$ cat config.mk
export PLATFORM = sky130hd
export DESIGN_NAME = dequant_skew_feeder
export DESIGN_NICKNAME = d
export VERILOG_FILES = /design/src/rtl/dequant_skew_feeder_pkg.sv /design/src/rtl/dequant_skew_feeder_requant_sat.sv /design/src/rtl/dequant_skew_feeder.sv
export SDC_FILE = /design/constraint.sdc
export NUM_CORES = 1
export LEC_CHECK = 0
export CORE_UTILIZATION = 51
export DETAILED_ROUTE_END_ITERATION = 16
export PLACE_DENSITY_LB_ADDON = 0.1
export SETUP_SLACK_MARGIN = 0.15
export SLEW_MARGIN = 20
export SYNTH_ARGS = -nofsm -noshare
export SYNTH_HDL_FRONTEND = slang
export SYNTH_SLANG_ARGS = --single-unit
$ cat constraint.sdc
create_clock -name clk -period 17.25 [get_ports clk]
set_input_delay 5.175 -clock clk [delete_from_list [all_inputs] [get_ports clk]]
set_output_delay 5.175 -clock clk [all_outputs]
set_load 0.1 [all_outputs]
$ cat src/rtl/dequant_skew_feeder_pkg.sv
// Shared defaults, saturation helpers and FSM encoding for the
// dequantizing skew feeder and its per-lane requantizer.
package dequant_skew_feeder_pkg;

    localparam int DEF_ARRAY_SIZE       = 8;
    localparam int DEF_DATA_WIDTH       = 8;
    localparam int DEF_INPUT_DATA_WIDTH = 16;
    localparam int DEF_SHIFT            = 4;

    // Largest and smallest signed operand values for a given width
    function automatic int sat_hi(input int width);
        return (1 << (width - 1)) - 1;
    endfunction

    function automatic int sat_lo(input int width);
        return -(1 << (width - 1));
    endfunction

    localparam int SAT_MAX = sat_hi(DEF_DATA_WIDTH);
    localparam int SAT_MIN = sat_lo(DEF_DATA_WIDTH);

    // Feeder FSM encoding
    localparam logic [1:0] ST_IDLE   = 2'd0;
    localparam logic [1:0] ST_STREAM = 2'd1;
    localparam logic [1:0] ST_DRAIN  = 2'd2;

endpackage

$ cat src/rtl/dequant_skew_feeder_requant_sat.sv
// Single-lane requantizer: Q8.8 -> Q4.4 with round-half-up and
// saturation to the signed operand range. Purely combinational.
module requant_sat
    import dequant_skew_feeder_pkg::*;
#(
    parameter int INPUT_DATA_WIDTH = DEF_INPUT_DATA_WIDTH,
    parameter int DATA_WIDTH       = DEF_DATA_WIDTH,
    parameter int SHIFT            = DEF_SHIFT
) (
    input  logic [INPUT_DATA_WIDTH-1:0] x,
    output logic [DATA_WIDTH-1:0]       y
);

    localparam int SAT_HI    = sat_hi(DATA_WIDTH);
    localparam int SAT_LO    = sat_lo(DATA_WIDTH);
    localparam int ROUND_INT = 1 << (SHIFT - 1);

    // One extra bit keeps x + half-LSB from wrapping at the positive limit
    localparam logic signed [INPUT_DATA_WIDTH:0] ROUND_X  = ROUND_INT[INPUT_DATA_WIDTH:0];
    localparam logic signed [INPUT_DATA_WIDTH:0] SAT_HI_X = SAT_HI[INPUT_DATA_WIDTH:0];
    localparam logic signed [INPUT_DATA_WIDTH:0] SAT_LO_X = SAT_LO[INPUT_DATA_WIDTH:0];

    logic signed [INPUT_DATA_WIDTH:0] widened;
    logic signed [INPUT_DATA_WIDTH:0] rounded;
    logic signed [INPUT_DATA_WIDTH:0] shifted;

    assign widened = {x[INPUT_DATA_WIDTH-1], x};
    assign rounded = widened + ROUND_X;
    assign shifted = rounded >>> SHIFT;

    // Clamp the shifted value into the operand range
    always_comb begin
        // NOTE: y gets a default before any branch so no path leaves it unassigned (no latch).
        y = shifted[DATA_WIDTH-1:0];
        if (shifted > SAT_HI_X) begin
            y = SAT_HI_X[DATA_WIDTH-1:0];
        end else if (shifted < SAT_LO_X) begin
            y = SAT_LO_X[DATA_WIDTH-1:0];
        end
    end

endmodule

$ cat src/rtl/dequant_skew_feeder.sv
// Accepts Q8.8 activation vectors, requantizes each lane to Q4.4 and
// feeds the systolic array west edge with a diagonal skew: row r sees its
// operand r cycles after row 0. Flags tile completion when the last
// skewed element leaves.
module dequant_skew_feeder
    import dequant_skew_feeder_pkg::*;
#(
    parameter int ARRAY_SIZE       = DEF_ARRAY_SIZE,
    parameter int DATA_WIDTH       = DEF_DATA_WIDTH,
    parameter int INPUT_DATA_WIDTH = DEF_INPUT_DATA_WIDTH,
    parameter int SHIFT            = DEF_SHIFT
) (
    input  logic                                   clk,
    input  logic                                   rst,
    input  logic                                   in_valid,
    output logic                                   in_ready,
    input  logic [ARRAY_SIZE*INPUT_DATA_WIDTH-1:0] in_data,
    input  logic                                   in_last,
    output logic [ARRAY_SIZE*DATA_WIDTH-1:0]       out_data,
    output logic [ARRAY_SIZE-1:0]                  out_valid,
    output logic                                   busy,
    output logic                                   done
);

    // Drain lasts ARRAY_SIZE-1 cycles; counter runs 0..DRAIN_LAST
    localparam int CNT_W      = (ARRAY_SIZE > 2) ? $clog2(ARRAY_SIZE - 1) : 1;
    localparam int DRAIN_LAST = (ARRAY_SIZE > 1) ? ARRAY_SIZE - 2 : 0;
    localparam logic [CNT_W-1:0] DRAIN_LAST_C = DRAIN_LAST[CNT_W-1:0];

    logic [1:0]       state;
    logic [CNT_W-1:0] drain_cnt;
    logic             handshake;
    logic [DATA_WIDTH-1:0] conv [ARRAY_SIZE];

    assign in_ready  = (state != ST_DRAIN);
    assign busy      = (state != ST_IDLE);
    assign handshake = in_valid && in_ready;

    // Per-lane requantization of the incoming vector
    for (genvar l = 0; l < ARRAY_SIZE; l++) begin : g_lane
        requant_sat #(
            .INPUT_DATA_WIDTH(INPUT_DATA_WIDTH),
            .DATA_WIDTH      (DATA_WIDTH),
            .SHIFT           (SHIFT)
        ) u_requant (
            .x(in_data[l*INPUT_DATA_WIDTH +: INPUT_DATA_WIDTH]),
            .y(conv[l])
        );
    end

    // Skew delay lines: row r is r+1 register stages deep. A stage without
    // a handshake carries a bubble (zero data, valid low), so invalid rows
    // always drive zero on out_data.
    for (genvar r = 0; r < ARRAY_SIZE; r++) begin : g_row
        logic [DATA_WIDTH-1:0] dq [0:r];
        logic                  vq [0:r];

        // Shift the row's operand and valid one stage per clock
        always_ff @(posedge clk or posedge rst) begin
            if (rst) begin
                // NOTE: the delay-line storage is reset too, so no partial tile survives a reset.
                for (int k = 0; k <= r; k++) begin
                    dq[k] <= '0;
                    vq[k] <= 1'b0;
                end
            end else begin
                // NOTE: non-blocking assignments let every stage sample its neighbour's old value.
                dq[0] <= handshake ? conv[r] : '0;
                vq[0] <= handshake;
                for (int k = 1; k <= r; k++) begin
                    dq[k] <= dq[k-1];
                    vq[k] <= vq[k-1];
                end
            end
        end

        assign out_data[r*DATA_WIDTH +: DATA_WIDTH] = dq[r];
        assign out_valid[r]                         = vq[r];
    end

    // Tile FSM: stream vectors, then drain the skew before signalling done
    always_ff @(posedge clk or posedge rst) begin
        if (rst) begin
            state     <= ST_IDLE;
            drain_cnt <= '0;
            done      <= 1'b0;
        end else begin
            done <= 1'b0;
            case (state)
                ST_IDLE, ST_STREAM: begin
                    if (handshake) begin
                        if (in_last) begin
                            if (ARRAY_SIZE == 1) begin
                                state <= ST_IDLE;
                                done  <= 1'b1;
                            end else begin
                                state     <= ST_DRAIN;
                                drain_cnt <= '0;
                            end
                        end else begin
                            state <= ST_STREAM;
                        end
                    end
                end
                ST_DRAIN: begin
                    if (drain_cnt == DRAIN_LAST_C) begin
                        state <= ST_IDLE;
                        done  <= 1'b1;
                    end else begin
                        drain_cnt <= drain_cnt + 1'b1;
                    end
                end
                default: begin
                    state <= ST_IDLE;
                end
            endcase
        end
    end

endmodule

==> key figures <==
Status
  – Status: completed

STA
  – Final period util: 43.7%
  – Final Slew Violations: 0
  – Final Hold Vio Count: 0
  – Max Clock Skew: 0.0101 ns
  – RSZ-0062 raised after global routing: false
  – Setup TNS Final: 0 ns
  – Final Setup Violations: 0
  – Rel. slew slack: 30.6%
  – Worst slew pin tran: 1.04 ns
  – Tmin final: 7.54 ns
  – Hold WS: 0.338 ns
  – F_max: 133 MHz

Floorplanning
  – CORE AREA: 20500 sq um
  – Die W: 147 um
  – Initial Util: 52.6%
  – Die H: 147 um
  – FP Rows: 52
  – Total I/O pin count: 207
  – Die ar.: 21700 sq um

Drt
  – Routed WL: 19.3 mm
  – Via/cell ratio: 5.24
  – 1st-pass router iterations: 6
  – DR WL/cell: 15.7 um
  – Initial DRC Count: 382
  – Antenna Nets Post-Route: 0
  – Number of remaining DRC errors: 0
  – Vias: 6424

Worst setup path
  – Buf/Inv on CP: 1
  – Worst setup SP type: flip-flop
  – Worst setup EP type: primary output
  – Reg2Reg Depth: 6
  – Critical path fanouts, max: 7
  – R2R Path End: g_row[3].dq[29]
  – Critical path's slowest cell: clkdlybuf4s50_1
  – Worst R2R Setup Slack: 14.61 ns
  – Crit Path Category: flip-flop to primary output
  – Worst path required time: 12.07 ns
  – Crit path largest cell delay: 1.19 ns
  – Crit path DAT: 2.37 ns
  – Crit Reg-Reg Startpoint: state[0]
  – Critical-path cell list: nand2b_1, clkdlybuf4s50_1
  – Largest delay share family, worst path: buffers and inverters

Final layout
  – Layout cells sized above 1: 9.31%
  – Most frequent cells in the layout: dfrtp_1, clkdlybuf4s50_1, o21ai_1, nand2_1, nand3_1
  – Utilization after layout: 66.1%
  – Most common cell after layout, fill and taps aside: dfrtp_1
  – Fillers: 1448
  – Post-Layout Cell Count: 1226
  – Final nets: 1075
  – Ant. Diodes: 0
  – Area grow syn2layout: 25.7%

Worst hold path
  – Hold Crit Class: flip-flop to flip-flop
  – Min-delay src: g_row[7].dq[59]
  – Hold Path Sink: g_row[7].dq[51]
  – Hold depth: 0

Synth
  – Synth async-reset ratio: 100%
  – Top cell type's share of synthesized area: 70.1%
  – Synthesized area: 10800 sq um
  – Most used DFF post-synth: dfrtp_1
  – Syn Area/Cell: 13.7 sq um
  – Synth warn: 0
  – Post-synth top area cell: dfrtp_1
  – Netlist cell types: 67
  – Most area-consuming cells after synthesis: dfrtp_1, buf_4, xor2_1
  – Mapped Cells: 786
  – Syn nets: 928
  – Seq/Total Area, Yosys: 70.1%
  – Post-synth EDFFs: 0
  – Post-synthesis sequential element count: 302

Clock tree
  – Worst-skew pair later-pin latency: 0.54 ns
  – H-tree Lvls: 1
  – CTS tree: yes
  – Clk pin slew, worst setup/hold paths: 0.06 ns
  – Sink Count: 302
  – Post-cts resize count: 0
  – Hold_buf cts: 0
  – Post-CTS setup buffers: 0
  – Max clock buf depth: 3
  – CTS buffer count: 29
  – Root Buffer: clkbuf_16

GRT
  – Gr usage total: 18.5%
  – Number of global-route vias before repair: 6641
  – Largest net degree at the start of global routing: 135
  – Global-route wire length before repair: 32.2 mm
  – Initial antenna violation count: 0
  – Grt ovf: 0

Pwr
  – Combinational Power Share: 24.3%
  – Total power: 2070 uW
  – Switch share: 33.3%
  – Power Density: 152 nW/um^2
  – Maximum vdd drop: 0.000127 V
  – Cell leakage power: 0.00607 uW
  – Int Pwr: 1380 uW
  – Clock power share: 32.6%
  – Sw Pwr: 688 uW
  – Sequential Power Share: 43.1%

Placed design
  – Placed cells: 1172
  – Gpl congestion: 0.902
  – PortBufs: 182
  – DP Wirelength: 13.0 mm

Flow run
  – Max cap viols: 0
==> area by class of cell <==
class / instances / area [sq um] / share of cell area (%)
flip-flops and latches: 302 / 7560 / 55.8
multi-input cells: 395 / 2670 / 19.7
repair buffers: 184 / 1840 / 13.6
clock buffers: 36 / 812 / 5.99
well taps: 270 / 338 / 2.49
clock inverters: 18 / 251 / 1.86
inverters: 21 / 86.3 / 0.637
==> metrics by stage <==
stage                     worst slack (ns)  instance area (sq um)
after floorplan                       3.73                  10800
after global placement                8.96                  12500
after detailed placement              8.84                  12500
after CTS                             9.40                  13500
after global routing                  9.33                  13600
final                                 9.71                  13600
==> power groups by stage <==
stage / clock, uW / combinational [uW] / sequential, uW
2_1_floorplan: 0 / 346 / 952
3_3_place_gp: 0 / 497 / 893
3_5_place_dp: 0 / 503 / 903
4_1_cts: 695 / 504 / 894
5_1_grt: 724 / 523 / 905
6_report: 674 / 501 / 890
==> worst register-to-register path, cell delays in order (launching register included) <==
cell and delay (ns):
dfrtp_1 0.39, nand2b_1 0.26, nand2_2 0.46, inv_1 0.53, nand4_1 0.26, a2bb2oi_1 0.47
o21ai_1 0.15
==> per-layer routing <==
layer | vias to the layer above | global-route usage (%) | wire length (um)
met5 | - | 0 | 0
met4 | 0 | 6.55 | 606
met3 | 53 | 5.37 | 1390
met2 | 231 | 32.7 | 10000
met1 | 3177 | 21.5 | 7270
li1 | 2963 | - | -
==> synthesized netlist by cell type (3+ instances only) <==
cell type	n
o21ai_0	17
and3_1	14
nand3_2	6
o21ai_1	38
a21oi_1	15
nor2_1	24
xnor2_1	28
nand4b_1	4
a21o_1	5
nand4_1	21
nand3_1	35
o21a_1	4
xor2_1	31
nor3_1	10
nand2_1	36
dfrtp_1	302
inv_1	21
nand2b_1	6
and4_1	9
a31oi_1	6
o21ai_2	3
a21oi_2	7
o31ai_1	8
ha_1	10
nor3b_1	4
buf_4	59
clkbuf_1	5
nor4_1	6
and2_1	6
buf_2	3
==> state kept, by name (all words and copies together) (netlist names) <==
register and cells:
g_row.dq 232, drain_cnt 3, g_row.vq 7, state 2
out_valid 1, done 1, out_data 56
==> logic make-up (layout without fill, tap and decap cells) <==
logic type               count (synthesis)  count (layout)  share of synthesized area, %
flip-flops                             302             302                          70.1
AND/OR/NAND/NOR                        193             193                          10.0
AO/OA/AOI/OAI                          129             129                          8.26
buffers and inverters                   89             259                          5.20
XOR/XNOR                                59              59                          4.79
adder cells (fa/ha/maj)                 10              10                          1.16
multiplexers                             4               4                         0.464
==> worst max path at each step <==
stage / start / to / slack, ns / cells past startpoint
after floorplan: rst / done / 3.73 / 1
after global placement: rst / g_row[0].dq[0] / 8.96 / 4
after detailed placement: rst / g_row[0].dq[7] / 8.84 / 4
after CTS: rst / g_row[0].dq[5] / 9.40 / 4
after global routing: rst / g_row[0].dq[4] / 9.33 / 4
final: state[1] / in_ready / 9.71 / 2
Note: power is estimated with default switching activity, not from simulation.
